File: config.mk
export PLATFORM = sky130hd
export DESIGN_NAME = conv_layer_sched
export DESIGN_NICKNAME = d
export VERILOG_FILES = /design/src/rtl/conv_layer_sched_pkg.sv /design/src/rtl/conv_desc_ram.sv /design/src/rtl/conv_layer_sched.sv
export SDC_FILE = /design/constraint.sdc
export NUM_CORES = 1
export LEC_CHECK = 0
export CAP_MARGIN = 20
export CORE_ASPECT_RATIO = 0.75
export CORE_UTILIZATION = 30
export CTS_CLUSTER_DIAMETER = 30
export DETAILED_ROUTE_END_ITERATION = 10
export GPL_TIMING_DRIVEN = 0
export PLACE_DENSITY = 0.51
export SYNTH_ARGS = -nofsm -noshare
export SYNTH_HDL_FRONTEND = slang
export SYNTH_SLANG_ARGS = --single-unit
File: constraint.sdc
create_clock -name clk -period 8.39 [get_ports clk]
set_input_delay 0.839 -clock clk [delete_from_list [all_inputs] [get_ports clk]]
set_output_delay 0.839 -clock clk [all_outputs]
set_load 0.005 [all_outputs]
File: src/rtl/conv_layer_sched_pkg.sv
// Shared widths, descriptor layout and sequencer states for conv_layer_sched.
package conv_layer_sched_pkg;

   localparam int TENSOR_SIZE_W = 8;
   localparam int KERNEL_SIZE_W = 4;
   localparam int CHANNELS_W    = 8;
   localparam int STRIDE_W      = 4;
   localparam int KERNEL_NUMS_W = 8;
   localparam int ADDR_W        = 16;

   // First member is the MSB: tensor_size sits in the low bits of a descriptor word.
   typedef struct packed {
      logic [ADDR_W-1:0]        tensor_base;
      logic [ADDR_W-1:0]        weight_base;
      logic [ADDR_W-1:0]        result_base;
      logic [KERNEL_NUMS_W-1:0] kernel_nums;
      logic [STRIDE_W-1:0]      stride;
      logic [CHANNELS_W-1:0]    channels;
      logic [KERNEL_SIZE_W-1:0] kernel_size;
      logic [TENSOR_SIZE_W-1:0] tensor_size;
   } desc_t;

   localparam int DESC_W = $bits(desc_t);

   typedef enum logic [2:0] {
      S_IDLE,
      S_LOAD,
      S_SETTLE,
      S_START,
      S_RUN,
      S_NEXT,
      S_FIN
   } sched_state_e;

endpackage

File: src/rtl/conv_desc_ram.sv
// Descriptor store: one write port, one registered read port.
module conv_desc_ram #(
   parameter int DEPTH = 8,
   parameter int AW    = 3,
   parameter int W     = 80
) (
   input  logic          clk,
   input  logic          we,
   input  logic [AW-1:0] waddr,
   input  logic [W-1:0]  wdata,
   input  logic          re,
   input  logic [AW-1:0] raddr,
   output logic [W-1:0]  rdata
);

   logic [W-1:0] mem [DEPTH];

   always_ff @(posedge clk) begin
      if (we) mem[waddr] <= wdata;
      if (re) rdata <= mem[raddr];
   end

endmodule

File: src/rtl/conv_layer_sched.sv
// Descriptor-driven layer sequencer for the img2col/GEMM conv engine.
// Optional RUN-state watchdog enabled by defining CONV_SCHED_WDOG_EN.
module conv_layer_sched
   import conv_layer_sched_pkg::*;
#(
   parameter int DESC_DEPTH  = 8,
   parameter int IDX_W       = 3,
   parameter int WDOG_CYCLES = 2**20
) (
   input  logic                     clk,
   input  logic                     rst,
   input  logic                     cfg_we,
   input  logic [IDX_W-1:0]         cfg_idx,
   input  logic [DESC_W-1:0]        cfg_wdata,
   input  logic [IDX_W:0]           num_layers,
   input  logic                     go,
   input  logic                     abort,
   output logic                     acc_start,
   input  logic                     acc_w_done,
   output logic [TENSOR_SIZE_W-1:0] tensor_size,
   output logic [KERNEL_SIZE_W-1:0] kernel_size,
   output logic [CHANNELS_W-1:0]    channels,
   output logic [STRIDE_W-1:0]      stride,
   output logic [KERNEL_NUMS_W-1:0] kernel_nums,
   output logic [ADDR_W-1:0]        tensor_base,
   output logic [ADDR_W-1:0]        weight_base,
   output logic [ADDR_W-1:0]        result_base,
   output logic                     busy,
   output logic [IDX_W-1:0]         layer_idx,
   output logic                     seq_done,
   output logic                     aborted,
   output logic                     cfg_err,
   output logic                     wdog_err
);

   sched_state_e      state_q, state_d;
   logic [IDX_W-1:0]  idx_q, idx_d;
   logic [IDX_W:0]    n_layers_q;
   logic [IDX_W:0]    last_idx;
   logic              rd_en;
   logic [IDX_W-1:0]  rd_addr;
   logic [DESC_W-1:0] rd_data;
   desc_t             rd_desc;
   logic              ram_we;
   logic              go_accept;
   logic              abort_hit;
   logic              wdog_fire;

   assign busy      = (state_q != S_IDLE);
   assign layer_idx = idx_q;
   assign go_accept = go && (state_q == S_IDLE);
   assign abort_hit = abort && busy;
   assign ram_we    = cfg_we && !busy && (int'(cfg_idx) < DESC_DEPTH);
   // One bit wider than the index so num_layers == DESC_DEPTH never wraps.
   assign last_idx  = n_layers_q - 1'b1;
   assign rd_desc   = desc_t'(rd_data);

   conv_desc_ram #(
      .DEPTH (DESC_DEPTH),
      .AW    (IDX_W),
      .W     (DESC_W)
   ) u_desc_ram (
      .clk   (clk),
      .we    (ram_we),
      .waddr (cfg_idx),
      .wdata (cfg_wdata),
      .re    (rd_en),
      .raddr (rd_addr),
      .rdata (rd_data)
   );

   always_comb begin
      state_d   = state_q;
      idx_d     = idx_q;
      acc_start = 1'b0;
      seq_done  = 1'b0;
      case (state_q)
         S_IDLE:   if (go) begin
                      idx_d   = '0;
                      state_d = (num_layers == '0) ? S_FIN : S_LOAD;
                   end
         S_LOAD:   state_d = S_SETTLE;
         S_SETTLE: state_d = S_START;
         S_START:  begin
                      acc_start = 1'b1;
                      state_d   = S_RUN;
                   end
         S_RUN:    if (acc_w_done)     state_d = S_NEXT;
                   else if (wdog_fire) state_d = S_IDLE;
         S_NEXT:   if ({1'b0, idx_q} == last_idx) begin
                      state_d = S_FIN;
                   end else begin
                      idx_d   = idx_q + 1'b1;
                      state_d = S_LOAD;
                   end
         S_FIN:    begin
                      seq_done = 1'b1;
                      state_d  = S_IDLE;
                   end
         default:  state_d = S_IDLE;
      endcase
      if (abort_hit) begin
         state_d   = S_IDLE;
         idx_d     = idx_q;
         acc_start = 1'b0;
         seq_done  = 1'b0;
      end
   end

   // Read is issued on the way into LOAD so the descriptor is ready to register in LOAD.
   assign rd_en   = (state_d == S_LOAD);
   assign rd_addr = idx_d;

   always_ff @(posedge clk or posedge rst) begin
      if (rst) begin
         state_q     <= S_IDLE;
         idx_q       <= '0;
         n_layers_q  <= '0;
         aborted     <= 1'b0;
         cfg_err     <= 1'b0;
         tensor_size <= '0;
         kernel_size <= '0;
         channels    <= '0;
         stride      <= '0;
         kernel_nums <= '0;
         tensor_base <= '0;
         weight_base <= '0;
         result_base <= '0;
      end else begin
         state_q <= state_d;
         idx_q   <= idx_d;
         aborted <= abort_hit;
         cfg_err <= cfg_we && busy;
         if (go_accept) n_layers_q <= num_layers;
         if (state_q == S_LOAD && !abort_hit) begin
            tensor_size <= rd_desc.tensor_size;
            kernel_size <= rd_desc.kernel_size;
            channels    <= rd_desc.channels;
            stride      <= rd_desc.stride;
            kernel_nums <= rd_desc.kernel_nums;
            tensor_base <= rd_desc.tensor_base;
            weight_base <= rd_desc.weight_base;
            result_base <= rd_desc.result_base;
         end
      end
   end

`ifdef CONV_SCHED_WDOG_EN
   localparam int WD_W = $clog2(WDOG_CYCLES) + 1;

   logic [WD_W-1:0] wd_cnt_q;
   logic            wdog_err_q;

   assign wdog_fire = (state_q == S_RUN) && (wd_cnt_q == WD_W'(WDOG_CYCLES - 1));
   assign wdog_err  = wdog_err_q;

   // Held at zero outside RUN, so every RUN entry starts a fresh count.
   always_ff @(posedge clk or posedge rst) begin
      if (rst) begin
         wd_cnt_q   <= '0;
         wdog_err_q <= 1'b0;
      end else begin
         if (state_q != S_RUN) wd_cnt_q <= '0;
         else                  wd_cnt_q <= wd_cnt_q + 1'b1;
         if (go_accept)                                 wdog_err_q <= 1'b0;
         else if (wdog_fire && !acc_w_done && !abort)   wdog_err_q <= 1'b1;
      end
   end
`else
   assign wdog_fire = 1'b0;
   assign wdog_err  = 1'b0;
`endif

endmodule
==> results.json, run 1 <==
{
  "r2r-start": "layer_idx[0]",
  "async_reset_ff_share_pct": 11.3,
  "routed_via_density": 5.39,
  "end_kind": "flop",
  "synth_top_area_share_pct": 65.8,
  "yosysTopAreaCell": "edfxtp_1",
  "dp_slack_ns": 3.94,
  "gp_congestion": 0.824,
  "finalWirelength_microns": 108000,
  "fp.dieH_microns": 289,
  "switching_share_pct": 25.5,
  "io_pins": 182,
  "clock_path_buffers": 3,
  "worstSkewPairLatency_ns": 0.77,
  "startpoint": "layer_idx[0]",
  "power_frac_comb_pct": 13.1,
  "clkPwrFrac_pct": 49.2,
  "antenna_found_initial": 17,
  "drc": 0,
  "cts_tree": "built",
  "synth_area_leaders": "edfxtp_1, a2111oi_0, dfrtp_1",
  "maxCapViolCount": 0,
  "postRouteAntennaNets": 0,
  "synth_fp_nets": 2332,
  "start_util_pct": 30.5,
  "wl_per_cell_microns": 25.6,
  "die_w_microns": 384,
  "first_iter_violations": 2336,
  "port_buffers": 179,
  "status": "complete, no violations",
  "cts_buffers": 175,
  "fin_cells": 4229,
  "yosysUniqueCellTypes": 45,
  "hold_class": "flop to flop",
  "cpMostUsedCell": "clkbuf_1",
  "grt_pass1_vias": 23388,
  "cts_root_buf": "clkbuf_16",
  "setup_viol": 0,
  "ys.flop_type": "edfxtp_1",
  "worstSetupPathType": "flop to flop",
  "track_usage_pct": 19.2,
  "worstHoldStart": "u_desc_ram.rdata[74]",
  "crit_family": "compound AO/OA/AOI/OAI gates",
  "yosysSeqAreaShare_pct": 72.8,
  "cts_setup_buffers": 0,
  "yosys_warnings": 0,
  "max_freq_mhz": 231,
  "firstDrtPassIters": 6,
  "dpl.hpwl_microns": 70900,
  "cts_sinks": 812,
  "maxSlewHeadroom_pct": 24.1,
  "num_rows": 104,
  "period_share_pct": 51.5,
  "drv_slew": 0,
  "crit_chain": "nor3b_1 -> a41oi_4 -> o211ai_2 -> clkbuf_1 -> clkbuf_1 -> a31oi_1 -> a2111oi_0 -> nor4_1",
  "grt_setup_unrepaired": "false",
  "ctsHoldBuffers": 0,
  "pwr-share-seq_pct": 37.7,
  "p_leak_nw": 15.0,
  "worstMarginPinSlew_ns": 1.14,
  "slowest_stage": "clkbuf_1",
  "grt_overflow": 0,
  "nets": 2737,
  "cts.repair.resized": 0,
  "syn_avg_cell_area_sq_um": 14.7,
  "synthCells": 2237,
  "p_per_area_nw_per_um2": 321,
  "yosysMostFrequentCell": "edfxtp_1",
  "worstPathArrival_ns": 4.79,
  "vias": 22796,
  "switchingPower_mw": 3.55,
  "grt_pass1_wl_microns": 156000,
  "whs_ns": 0.470,
  "synthTopCellsByCount": "edfxtp_1, inv_1, a2111oi_0, a31oi_1, clkbuf_1",
  "grt_max_degree": 54,
  "dieArea_sq_um": 111000,
  "vdd_drop_max_mv": 0.160,
  "worstPathRequired_ns": 8.86,
  "skew_ns": 0.0292,
  "clk_pin_slew_worst_paths_ns": 0.05,
  "synth-edff-count": 720,
  "period_needed_ns": 4.32,
  "dp.cells": 3896,
  "internal-power_mw": 10.3,
  "area_delta_synth_final_pct": 31.8,
  "worst-path-buf-inv": 2,
  "p_total_mw": 13.9,
  "critPathMaxStageDelay_ns": 0.83,
  "cp_max_fo": 10,
  "core_sq_um": 108000,
  "layout-drive-gt1-share_pct": 18.3,
  "ys_ff_latch": 812,
  "cts_max_level": 4,
  "synth_area_sq_um": 32900,
  "hold_viol_final": 0,
  "setup_slack_ns": 4.07,
  "crit_path_start_kind": "flop"
}
[flip-flops by register name, summed over array words and instances (netlist names), 4 cells and up]
signal and flops:
tensor_size 8, weight_base 16, stride 4, kernel_size 4, kernel_nums 8, u_desc_ram.mem 640, n_layers_q 4, u_desc_ram.rdata 80
result_base 16, channels 8, tensor_base 16
[area by class of cell]
type | count | area (sq um)
Clock buffer | 197 | 4490
Sequential cell | 812 | 23900
Inverter | 329 | 1240
Antenna cell | 6 | 15.0
Buffer | 223 | 950
Fill cell | 9794 | 64600
Timing Repair Buffer | 228 | 2530
Clock inverter | 130 | 1550
Tap cell | 1431 | 1790
Multi-Input combinational cell | 873 | 6810
[cells by family after synthesis]
| group | Yosys count | synth area share (%) |
|---|---|---|
| flops | 812 | 72.8 |
| fa+ha+maj | 2 | 0.0762 |
| buf+inv | 552 | 6.66 |
| compound gates | 660 | 15.1 |
| other cells | 1 | 0.0114 |
| xor+xnor | 2 | 0.0952 |
| simple gates | 123 | 2.28 |
| mux | 85 | 2.92 |
[layout by cell type, fill, tap and decap left out, drive strengths merged, types with 5 or more instances in the layout]
| master | count |
|---|---|
| a2111oi | 320 |
| a21oi | 7 |
| a31oi | 320 |
| buf | 124 |
| bufinv | 20 |
| clkbuf | 345 |
| clkdlybuf4s50 | 179 |
| clkinv | 75 |
| clkinvlp | 23 |
| dfrtp | 92 |
| diode | 6 |
| edfxtp | 720 |
| inv | 341 |
| mux2 | 85 |
| nand2 | 6 |
| nor2 | 10 |
| nor2b | 5 |
| nor4 | 82 |
[metrics by stage]
stage / TNS (ns) / cell area [sq um] / util [%]
2_1_floorplan: 0 / 32900 / -
3_3_place_gp: -1416.02 / 36400 / 33.8
3_5_place_dp: 0 / 37200 / 34.5
4_1_cts: 0 / 43300 / 40.1
5_1_grt: 0 / 43300 / 40.1
6_report: 0 / 43300 / 40.1
[power groups by stage]
| stage | Combinational, mW | Clock, mW | Sequential, mW |
|---|---|---|---|
| final | 1.82 | 6.84 | 5.23 |
| after CTS | 1.84 | 6.91 | 5.24 |
| after global routing | 1.96 | 7.13 | 5.29 |
| after detailed placement | 1.83 | 0 | 5.31 |
| after floorplan | 0.763 | 0 | 5.26 |
| after global placement | 1.69 | 0 | 5.41 |
[final timing paths]
check	endpoint	slack [ns]	depth (start not counted)
min in group asynchronous	kernel_nums[3]	0.51	2
setup reg to reg	u_desc_ram.rdata[22]	4.07	8
hold / removal	tensor_base[10]	0.47	1
hold reg to reg	tensor_base[10]	0.47	1
setup / recovery	u_desc_ram.rdata[22]	4.07	8
max in group asynchronous	tensor_base[1]	7.13	3
[layer usage]
metal	vias to the layer above	wire (microns)	GRT usage (%)
li1	9852	-	-
met1	11401	44300	25.0
met2	1274	49200	29.5
met3	247	11000	6.18
met4	22	3410	7.89
met5	-	119	0
Power figures use the tool's default switching activity.
==> run 2: changes to the inputs <==
Clock period 8.39 ns to 4.39 ns, I/O delays scaled along.
==> run 2 against run 1 <==
Non-clock buffer count fell by 11; routed wire length rose by 0.56%; via count is essentially flat; flip-flop and latch count unchanged; maximum frequency increased by 1.6%.
==> results.json, run 2 (same netlist as run 1, synthesis figures left out) <==
{
  "final_cell_mix": "edfxtp_1, inv_1, a2111oi_0, a31oi_1, clkdlybuf4s50_1",
  "worstPathArrival_ns": 4.67,
  "wl_per_cell_microns": 25.9,
  "cts_sinks": 812,
  "setup_viol": 0,
  "period_needed_ns": 4.26,
  "cts_root_buf": "clkbuf_16",
  "pwr-share-seq_pct": 37.9,
  "antenna_found_initial": 18,
  "first_iter_violations": 2555,
  "p_leak_nw": 14.9,
  "area_delta_synth_final_pct": 31.5,
  "port_buffers": 179,
  "cts_setup_buffers": 0,
  "ctsHoldBuffers": 0,
  "clk_pin_slew_worst_paths_ns": 0.05,
  "fin_util_pct": 40.0,
  "grt_max_degree": 54,
  "postRouteAntennaNets": 0,
  "cts_max_level": 4,
  "worstMarginPinSlew_ns": 1.12,
  "startpoint": "layer_idx[0]",
  "maxSlewHeadroom_pct": 25.2,
  "fp.dieH_microns": 289,
  "grt_pass1_vias": 23194,
  "hold_viol_final": 0,
  "gp_congestion": 0.829,
  "track_usage_pct": 19.2,
  "reg.largest.list": "u_desc_ram.mem (640), u_desc_ram.rdata (80)",
  "num_rows": 104,
  "worstHoldStart": "abort",
  "io_pins": 182,
  "start_util_pct": 30.5,
  "cts.repair.resized": 0,
  "nets": 2713,
  "power_frac_comb_pct": 13.6,
  "final_area_sq_um": 43200,
  "die_w_microns": 384,
  "drv_slew": 0,
  "multi_input_area_sq_um": 6830,
  "top_register": "u_desc_ram.mem",
  "worstPathRequired_ns": 4.80,
  "largest_reg_flops": 640,
  "finalWirelength_microns": 109000,
  "regArea_sq_um": 23900,
  "vias": 22780,
  "period_share_pct": 96.9,
  "maxCapViolCount": 0,
  "crit_path_start_kind": "flop",
  "vdd_drop_max_mv": 0.298,
  "hold_class": "input port to flop",
  "grt_overflow": 0,
  "final_common_cell": "edfxtp_1",
  "worstSetupPathType": "flop to flop",
  "fill_cells": 9790,
  "p_per_area_nw_per_um2": 610,
  "cts_buffers": 162,
  "r2r-start": "layer_idx[0]",
  "grt_setup_unrepaired": "false",
  "max_freq_mhz": 235,
  "place_area_sq_um": 37400,
  "cts_tree": "built",
  "ff2ff_path_depth": 8,
  "dieArea_sq_um": 111000,
  "firstDrtPassIters": 6,
  "skew_ns": 0.0380,
  "end_kind": "flop",
  "core_sq_um": 108000,
  "clkPwrFrac_pct": 48.6,
  "drc": 0,
  "cp_max_fo": 10,
  "clock_path_buffers": 3,
  "grt_pass1_wl_microns": 156000,
  "worstSkewPairLatency_ns": 0.74,
  "status": "complete, no violations",
  "routed_via_density": 5.43,
  "min_path_cells": 2,
  "internal-power_mw": 19.7,
  "switching_share_pct": 25.2,
  "layout-drive-gt1-share_pct": 17.5,
  "dpl.hpwl_microns": 70700,
  "switchingPower_mw": 6.64
}
==> run 2: through the flow <==
stage / instances / hold slack, ns / setup TNS [ns] / setup slack, ns / power [mW]
final: 4193 / 0.112 / 0 / 0.135 / 26.4
after detailed placement: 3885 / 0.463 / 0 / 0.147 / 13.7
after global routing: 4192 / 0.113 / 0 / 0.0135 / 27.2
after floorplan: 2237 / 0.454 / -248.45 / -0.474 / 11.5
after CTS: 4189 / 0.0942 / 0 / 0.0936 / 26.5
after global placement: 3847 / 0.457 / -2921.65 / -4.78 / 13.5
==> run 2: power groups by stage <==
stage	sequential [mW]	clock, mW	combinational (mW)
4_1_cts	10.0	12.9	3.60
5_1_grt	10.1	13.3	3.82
3_5_place_dp	10.1	0	3.58
3_3_place_gp	10.2	0	3.27
2_1_floorplan	10.0	0	1.47
6_report	9.98	12.8	3.57
==> run 2: layout make-up <==
class | instances | area share [%]
Inverter | 329 | 2.88
Tap cell | 1431 | 4.14
Sequential cell | 812 | 55.4
Clock buffer | 186 | 9.88
Buffer | 223 | 2.22
Multi-Input combinational cell | 873 | 15.8
Antenna cell | 4 | 0.0232
Clock inverter | 118 | 3.55
Timing Repair Buffer | 217 | 6.12
==> run 2: final timing paths <==
kind	endpoint	slack (ns)
max in group asynchronous	weight_base[4]	3.49
min in group asynchronous	kernel_nums[4]	0.13
min	state_q[1]	0.11
max reg2reg	u_desc_ram.rdata[47]	0.13
max	u_desc_ram.rdata[47]	0.13
min reg2reg	tensor_base[12]	0.47
==> run 2: worst max-delay path, cell delays in order, from the launching register on <==
cell and delay [ns]:
dfrtp_1 0.58, nor3b_1 0.46, a41oi_4 0.11, o211ai_2 0.48
clkbuf_1 0.83, clkbuf_1 0.44, a31oi_1 0.14, a2111oi_0 0.65
nor4_1 0.23
==> run 2: layer usage <==
metal	GRT usage, %	share of wire [%]	up-vias
li1	-	-	9800
met1	25.5	42	11388
met2	29.1	45	1289
met3	5.95	9.6	277
met4	8.01	3.3	26
met5	0	0.13	-
